<file path="src/rtl/ghash_pkg.sv">
// Shared types and constants for the GHASH engine: FSM states, block kinds,
// block width, GCM reduction polynomial and the byte-granular pad helper.
package ghash_pkg;

    localparam int WIDTH = 128;
    localparam logic [127:0] GCM_R = {8'he1, 120'd0};

    typedef enum logic [2:0] {
        ST_IDLE,
        ST_ABSORB,
        ST_MUL,
        ST_LEN,
        ST_MUL_LEN,
        ST_DONE
    } state_t;

    typedef enum logic {
        BLK_AAD = 1'b0,
        BLK_CT  = 1'b1
    } blk_t;

    // Keep the first n bytes (byte 0 = bits[127:120]), force the rest to zero.
    function automatic logic [127:0] pad_block(input logic [127:0] d, input logic [4:0] n);
        logic [127:0] m;
        m = '0;
        for (int k = 0; k < 16; k++) begin
            if (k < int'(n)) m[127-8*k -: 8] = 8'hff;
        end
        return d & m;
    endfunction

endpackage

</file>
<file path="src/rtl/gf128_mul_serial.sv">
// Digit-serial GF(2^128) multiplier, GCM bit-reflected; result valid with done on
// the last of 128/DIGIT cycles after load, no backpressure (load restarts it).
module gf128_mul_serial
    import ghash_pkg::*;
#(
    parameter int DIGIT = 8
) (
    input  logic         clk,
    input  logic         rst,
    input  logic         load,
    input  logic [127:0] a,
    input  logic [127:0] b,
    output logic         done,
    output logic [127:0] result
);

    localparam int NSTEP = WIDTH / DIGIT;
    localparam int CW    = (NSTEP > 1) ? $clog2(NSTEP) : 1;

    logic [127:0]         z, v, x;
    logic [127:0]         z_nxt, v_nxt;
    logic [WIDTH+DIGIT-1:0] x_ext;
    logic [CW-1:0]        cnt;
    logic                 run;

    // DIGIT multiplier bits per cycle, consumed MSB-first (GCM bit 0 = bit 127).
    always_comb begin
        z_nxt = z;
        v_nxt = v;
        for (int i = 0; i < DIGIT; i++) begin
            if (x[WIDTH-1-i]) z_nxt = z_nxt ^ v_nxt;
            v_nxt = v_nxt[0] ? ((v_nxt >> 1) ^ GCM_R) : (v_nxt >> 1);
        end
    end

    assign x_ext  = {x, {DIGIT{1'b0}}};
    assign done   = run && (cnt == CW'(NSTEP - 1));
    assign result = z_nxt;

    always_ff @(posedge clk or posedge rst) begin
        if (rst) begin
            z   <= '0;
            v   <= '0;
            x   <= '0;
            cnt <= '0;
            run <= 1'b0;
        end else if (load) begin
            z   <= '0;
            v   <= b;
            x   <= a;
            cnt <= '0;
            run <= 1'b1;
        end else if (run) begin
            z   <= z_nxt;
            v   <= v_nxt;
            x   <= x_ext[WIDTH-1:0];
            cnt <= cnt + 1'b1;
            if (done) run <= 1'b0;
        end
    end

endmodule

</file>
<file path="src/rtl/ghash_engine.sv">
// GHASH over AAD/CT blocks plus length block; one block per 128/DIGIT+1 cycles,
// in_ready only in ABSORB, tag held in DONE until tag_ready.
module ghash_engine #(
    parameter int DIGIT = 8,
    parameter int WIDTH = 128
) (
    input  logic             clk,
    input  logic             rst,
    input  logic [WIDTH-1:0] h_data,
    input  logic             h_load,
    input  logic             start,
    input  logic             in_valid,
    output logic             in_ready,
    input  logic [WIDTH-1:0] in_data,
    input  logic             in_type,
    input  logic [4:0]       in_bytes,
    input  logic             in_last,
    output logic             tag_valid,
    input  logic             tag_ready,
    output logic [WIDTH-1:0] tag,
    output logic             busy,
    output logic             err
);
    import ghash_pkg::*;

    if (WIDTH != ghash_pkg::WIDTH || DIGIT < 1 || DIGIT > 128 || (128 % DIGIT) != 0) begin : g_bad_param
        $error("ghash_engine: unsupported WIDTH/DIGIT");
    end

    state_t       state;
    blk_t         btype;
    logic [127:0] h_reg, s_reg;
    logic [63:0]  len_a, len_c, bits_add;
    logic         seen_ct, part_a, part_c, last_blk;
    logic         hs, blk_err, blk_abs;
    logic         mul_load, mul_done;
    logic [127:0] mul_a, mul_result;

    assign btype    = blk_t'(in_type);
    assign hs       = in_valid & in_ready;
    assign bits_add = {56'd0, in_bytes, 3'd0};

    // Ordering rules: AAD never after CT, and a short block must end its section.
    always_comb begin
        blk_err = 1'b0;
        if (in_bytes > 5'd16) begin
            blk_err = 1'b1;
        end else if (in_bytes != 5'd0) begin
            if (btype == BLK_AAD) blk_err = seen_ct | part_a;
            else                  blk_err = part_c;
        end
    end

    assign blk_abs  = hs & ~blk_err & (in_bytes != 5'd0);
    assign mul_load = blk_abs | (state == ST_LEN);
    assign mul_a    = (state == ST_LEN) ? (s_reg ^ {len_a, len_c})
                                        : (s_reg ^ pad_block(in_data, in_bytes));

    gf128_mul_serial #(.DIGIT(DIGIT)) u_mul (
        .clk    (clk),
        .rst    (rst),
        .load   (mul_load),
        .a      (mul_a),
        .b      (h_reg),
        .done   (mul_done),
        .result (mul_result)
    );

    always_ff @(posedge clk or posedge rst) begin
        if (rst) begin
            state     <= ST_IDLE;
            h_reg     <= '0;
            s_reg     <= '0;
            len_a     <= '0;
            len_c     <= '0;
            seen_ct   <= 1'b0;
            part_a    <= 1'b0;
            part_c    <= 1'b0;
            last_blk  <= 1'b0;
            in_ready  <= 1'b0;
            tag_valid <= 1'b0;
            tag       <= '0;
            busy      <= 1'b0;
            err       <= 1'b0;
        end else begin
            case (state)
                ST_IDLE: begin
                    if (h_load) h_reg <= h_data;
                    if (start) begin
                        state    <= ST_ABSORB;
                        s_reg    <= '0;
                        len_a    <= '0;
                        len_c    <= '0;
                        seen_ct  <= 1'b0;
                        part_a   <= 1'b0;
                        part_c   <= 1'b0;
                        err      <= 1'b0;
                        in_ready <= 1'b1;
                        busy     <= 1'b1;
                    end
                end
                ST_ABSORB: begin
                    if (hs) begin
                        if (blk_err) err <= 1'b1;
                        if (blk_abs) begin
                            state    <= ST_MUL;
                            in_ready <= 1'b0;
                            last_blk <= in_last;
                            if (btype == BLK_CT) begin
                                len_c   <= len_c + bits_add;
                                seen_ct <= 1'b1;
                                part_c  <= (in_bytes != 5'd16);
                            end else begin
                                len_a  <= len_a + bits_add;
                                part_a <= (in_bytes != 5'd16);
                            end
                        end else if (in_last) begin
                            state    <= ST_LEN;
                            in_ready <= 1'b0;
                        end
                    end
                end
                ST_MUL: begin
                    if (mul_done) begin
                        s_reg <= mul_result;
                        if (last_blk) begin
                            state <= ST_LEN;
                        end else begin
                            state    <= ST_ABSORB;
                            in_ready <= 1'b1;
                        end
                    end
                end
                ST_LEN: state <= ST_MUL_LEN;
                ST_MUL_LEN: begin
                    if (mul_done) begin
                        s_reg     <= mul_result;
                        tag       <= mul_result;
                        tag_valid <= 1'b1;
                        state     <= ST_DONE;
                    end
                end
                ST_DONE: begin
                    if (tag_ready) begin
                        tag_valid <= 1'b0;
                        busy      <= 1'b0;
                        state     <= ST_IDLE;
                    end
                end
                default: state <= ST_IDLE;
            endcase
        end
    end

endmodule

</file>
<file path="config.mk">
export PLATFORM = sky130hd
export DESIGN_NAME = ghash_engine
export DESIGN_NICKNAME = d
export VERILOG_FILES = /design/src/rtl/ghash_pkg.sv /design/src/rtl/gf128_mul_serial.sv /design/src/rtl/ghash_engine.sv
export SDC_FILE = /design/constraint.sdc
export NUM_CORES = 2
export LEC_CHECK = 0
export CORE_MARGIN = 4
export CORE_UTILIZATION = 35
export DETAILED_ROUTE_END_ITERATION = 8
export PLACE_DENSITY = 0.6
export SLEW_MARGIN = 20
export SYNTH_ARGS = -nofsm -noshare
export SYNTH_HDL_FRONTEND = slang
export SYNTH_SLANG_ARGS = --single-unit
</file>
<file path="constraint.sdc">
create_clock -name clk -period 39.4 [get_ports clk]
set_input_delay 3.94 -clock clk [delete_from_list [all_inputs] [get_ports clk]]
set_output_delay 3.94 -clock clk [all_outputs]
set_load 0.01 [all_outputs]
</file>
==> key figures <==
Layout
  • Layout area overhead: 16.1%
  • Final net count: ~6.1k
  • Most common cell after layout, fill and taps aside: nand2_1
  • Layout cells sized above 1: 0.0885
  • Fill count: 15.2k
  • Most frequent cells in the layout: 1337 x nand2_1, 897 x dfrtp_1, 750 x xnor2_1
  • Design area: between 60000 and 70000 um^2

Hold path
  • Hold Crit Start: h_reg[32]
  • Min-Delay Endpoint: u_mul.v[32]
  • Hold Path Class: flop to flop
  • Hold depth: 2

Logic synthesis
  • Mapped Area: 55700 um^2
  • Cell taking the most area after synthesis: dfrtp_1
  • Post-synth cell types: between 60 and 70
  • Cell count after synthesis: approximately 5.8k
  • Sequential fraction of the synthesis area: 0.407
  • Top post-synthesis cells by area: dfrtp_1 41%, xnor2_1 12%, nand2_1 9.0%, mux2i_1 6.3%, xnor3_1 5.5%
  • Synth Area per Inst: between 9 and 10 um^2
  • Post-synth top area share: 0.407
  • Synthesis-stage register bit count: a little over 900
  • Syn. warnings: 0
  • Post-synth EDFFs: 0
  • Ys async rst share: 1.00
  • Main synth FF type: dfrtp_1
  • Syn Nets: between 6k and 7k

Timing
  • Period utilisation layout: 0.207
  • Minimum clock period: just over 8000 ps
  • Post-Route Skew: around 36 ps
  • WHS: about 470 ps
  • Setup TNS: 0 ps
  • RSZ-0062 raised after global routing: false
  • Max Clk Rate: 0.123 GHz
  • Relative slew slack: 0.240
  • Final setup margin: 31250 ps
  • Slew @ Worst Pin: ~1100 ps
  • Final hold violations: 0
  • Final setup violation count: 0
  • Max-slew violations: 0

Placed design
  • PortBufs: 400
  • Routability cong.: 0.879
  • DP HPWL: between 100000 and 150000 um
  • Post-DP Area: 61000 um^2
  • Pre-CTS WS: a little over 30000 ps

CTS
  • Register clock-pin slew on the reported worst setup and hold paths: 60 ps
  • Root Driver: clkbuf_16
  • Clock sinks: about 900
  • Clock buffer depth: 3
  • Postcts setup bufs: 0
  • CTS Buf Count: 100
  • Worst skew pair latency: ~720 ps
  • Post_cts resized: 0
  • CTS Hold Bufs: 0
  • CTS tree: done
  • H-tree levels: 3

Setup path
  • Worst path required time: approximately 40000 ps
  • Arrival time at the worst endpoint: around 8700 ps
  • Crit Path Max Fanout: between 200 and 250
  • CP Cell Sequence: clkdlybuf4s50_1 -> nor4_2 -> mux2i_1 -> o21ai_4 -> buf_4 -> buf_12 -> buf_4 -> o21ai_0
  • R2r worst-path depth: 7
  • CP most frequent cell: buf_4
  • Buf/Inv on CP: 4
  • R2R Setup Slk: 35280 ps
  • Crit path max-delay family: buffers and inverters
  • Launch point of the worst reg-to-reg path: part_a
  • Startpoint types: input pin
  • Worst Setup Path Type: input pin to flop
  • CP max-delay cell: buf_4
  • CP max stage delay: 940 ps
  • Worst R2R End: u_mul.v[41]
  • Worst setup EP type: flop

Drt
  • Final wirelength: around 180000 um
  • Via/cell ratio: 5.30
  • DRC Markers: 0
  • Number of DRC markers in iteration 0: between 4k and 5k
  • DRT Pass-1 Iters: 6
  • Vias: 42.5k
  • Wire length per cell: about 23 um
  • Post-DRT Antenna Nets: 0

Power
  • Maximum vdd drop: 59.7 uV
  • P_leak: about 29 nW
  • PnR Total Power: 6.89 mW
  • Power per cell area: approximately 110 nW/um^2

Global route
  • Largest net degree at the start of global routing: approximately 230
  • Total gr overflow: 0
  • Global-route wire length before repair: 271000 um
  • Initial antenna violation count: 17
  • Vias in the first global route: just over 40k
  • GRT Overall Usage: 0.215

Die
  • Core footprint: approximately 160000 um^2
  • Overall die area: roughly 170000 um^2
  • Ports: between 400 and 500
  • DIE HEIGHT: around 410 um
  • Starting Density: 0.352
  • Die width: ~410 um
  • Site row count: around 150

Outcome
  • Run status: finished, final reports clean

Run
  • MaxCap Viol Count: 0
-- stage by stage --
| step | instances | util |
|---|---|---|
| after floorplan | 5798 | - |
| after global placement | 7818 | 0.385 |
| after detailed placement | 7818 | 0.385 |
| after CTS | 8000 | 0.408 |
| after global routing | 8003 | 0.408 |
| final | 8012 | 0.408 |
-- worst max-delay path by stage --
stage | end | slack (ps) | depth (start not counted) | from
finish | u_mul.v[41] | 31250 | 8 | in_bytes[1]
global route | u_mul.v[53] | 30870 | 8 | in_bytes[1]
CTS | u_mul.v[63] | 31430 | 8 | in_bytes[1]
detailed placement | u_mul.v[41] | 30640 | 8 | in_bytes[1]
global placement | h_reg[36] | 30710 | 6 | rst
floorplan | busy | 9990 | 1 | rst
-- routing by layer --
| layer | up-vias | wire length (um) | GRT usage |
|---|---|---|---|
| met5 | - | 20 | 0 |
| met3 | 222 | 12500 | 0.0359 |
| li1 | 19600 | - | - |
| met4 | 4 | 5860 | 0.0729 |
| met1 | 21200 | 84300 | 0.316 |
| met2 | 1400 | 79200 | 0.318 |
-- cell usage after synthesis, types with 30 or more instances --
master	count
clkbuf_1	443
nand2_1	1338
nor2b_1	30
buf_1	43
dfrtp_1	906
a22o_1	124
nand3_1	45
and3_1	31
o21ai_0	319
a31oi_1	38
a21oi_1	103
xor2_1	188
xnor3_1	136
nor2_1	200
nand4_1	32
mux2_2	259
xnor2_1	750
a22oi_1	112
mux2i_1	348
-- tightest hold or removal path, cell delays in order, from the launching register on --
cell and delay, ps:
dfrtp_1 340, nand2_1 40, o21ai_0 60
-- area by class of cell --
cell class	count	area [um^2]	area share
antenna	11	27.5	0.000426
clock buffer	142	2990	0.0462
clock inverter	40	646	0.00998
inverter	26	105	0.00162
multi-input combinational	4364	31100	0.482
sequential	906	22700	0.351
tap	2072	2590	0.0401
timing repair buffer	451	4470	0.0692
-- cells by family after synthesis --
kind of cell / Yosys count / synth area share
AO/OA/AOI/OAI: 828 / 0.0959
XOR/XNOR: 1081 / 0.205
adder cells (fa/ha/maj): 14 / 0.00337
buffers and inverters: 528 / 0.0359
flip-flops: 906 / 0.407
multiplexers: 607 / 0.115
AND/OR/NAND/NOR: 1834 / 0.138
-- report_power, final --
group	leakage, nW	switching [mW]	internal [mW]
Clock	1.77	0.410	0.626
Combinational	15.5	2.29	1.74
Sequential	11.7	0.543	1.28
Note: power is estimated with default switching activity, not from simulation.
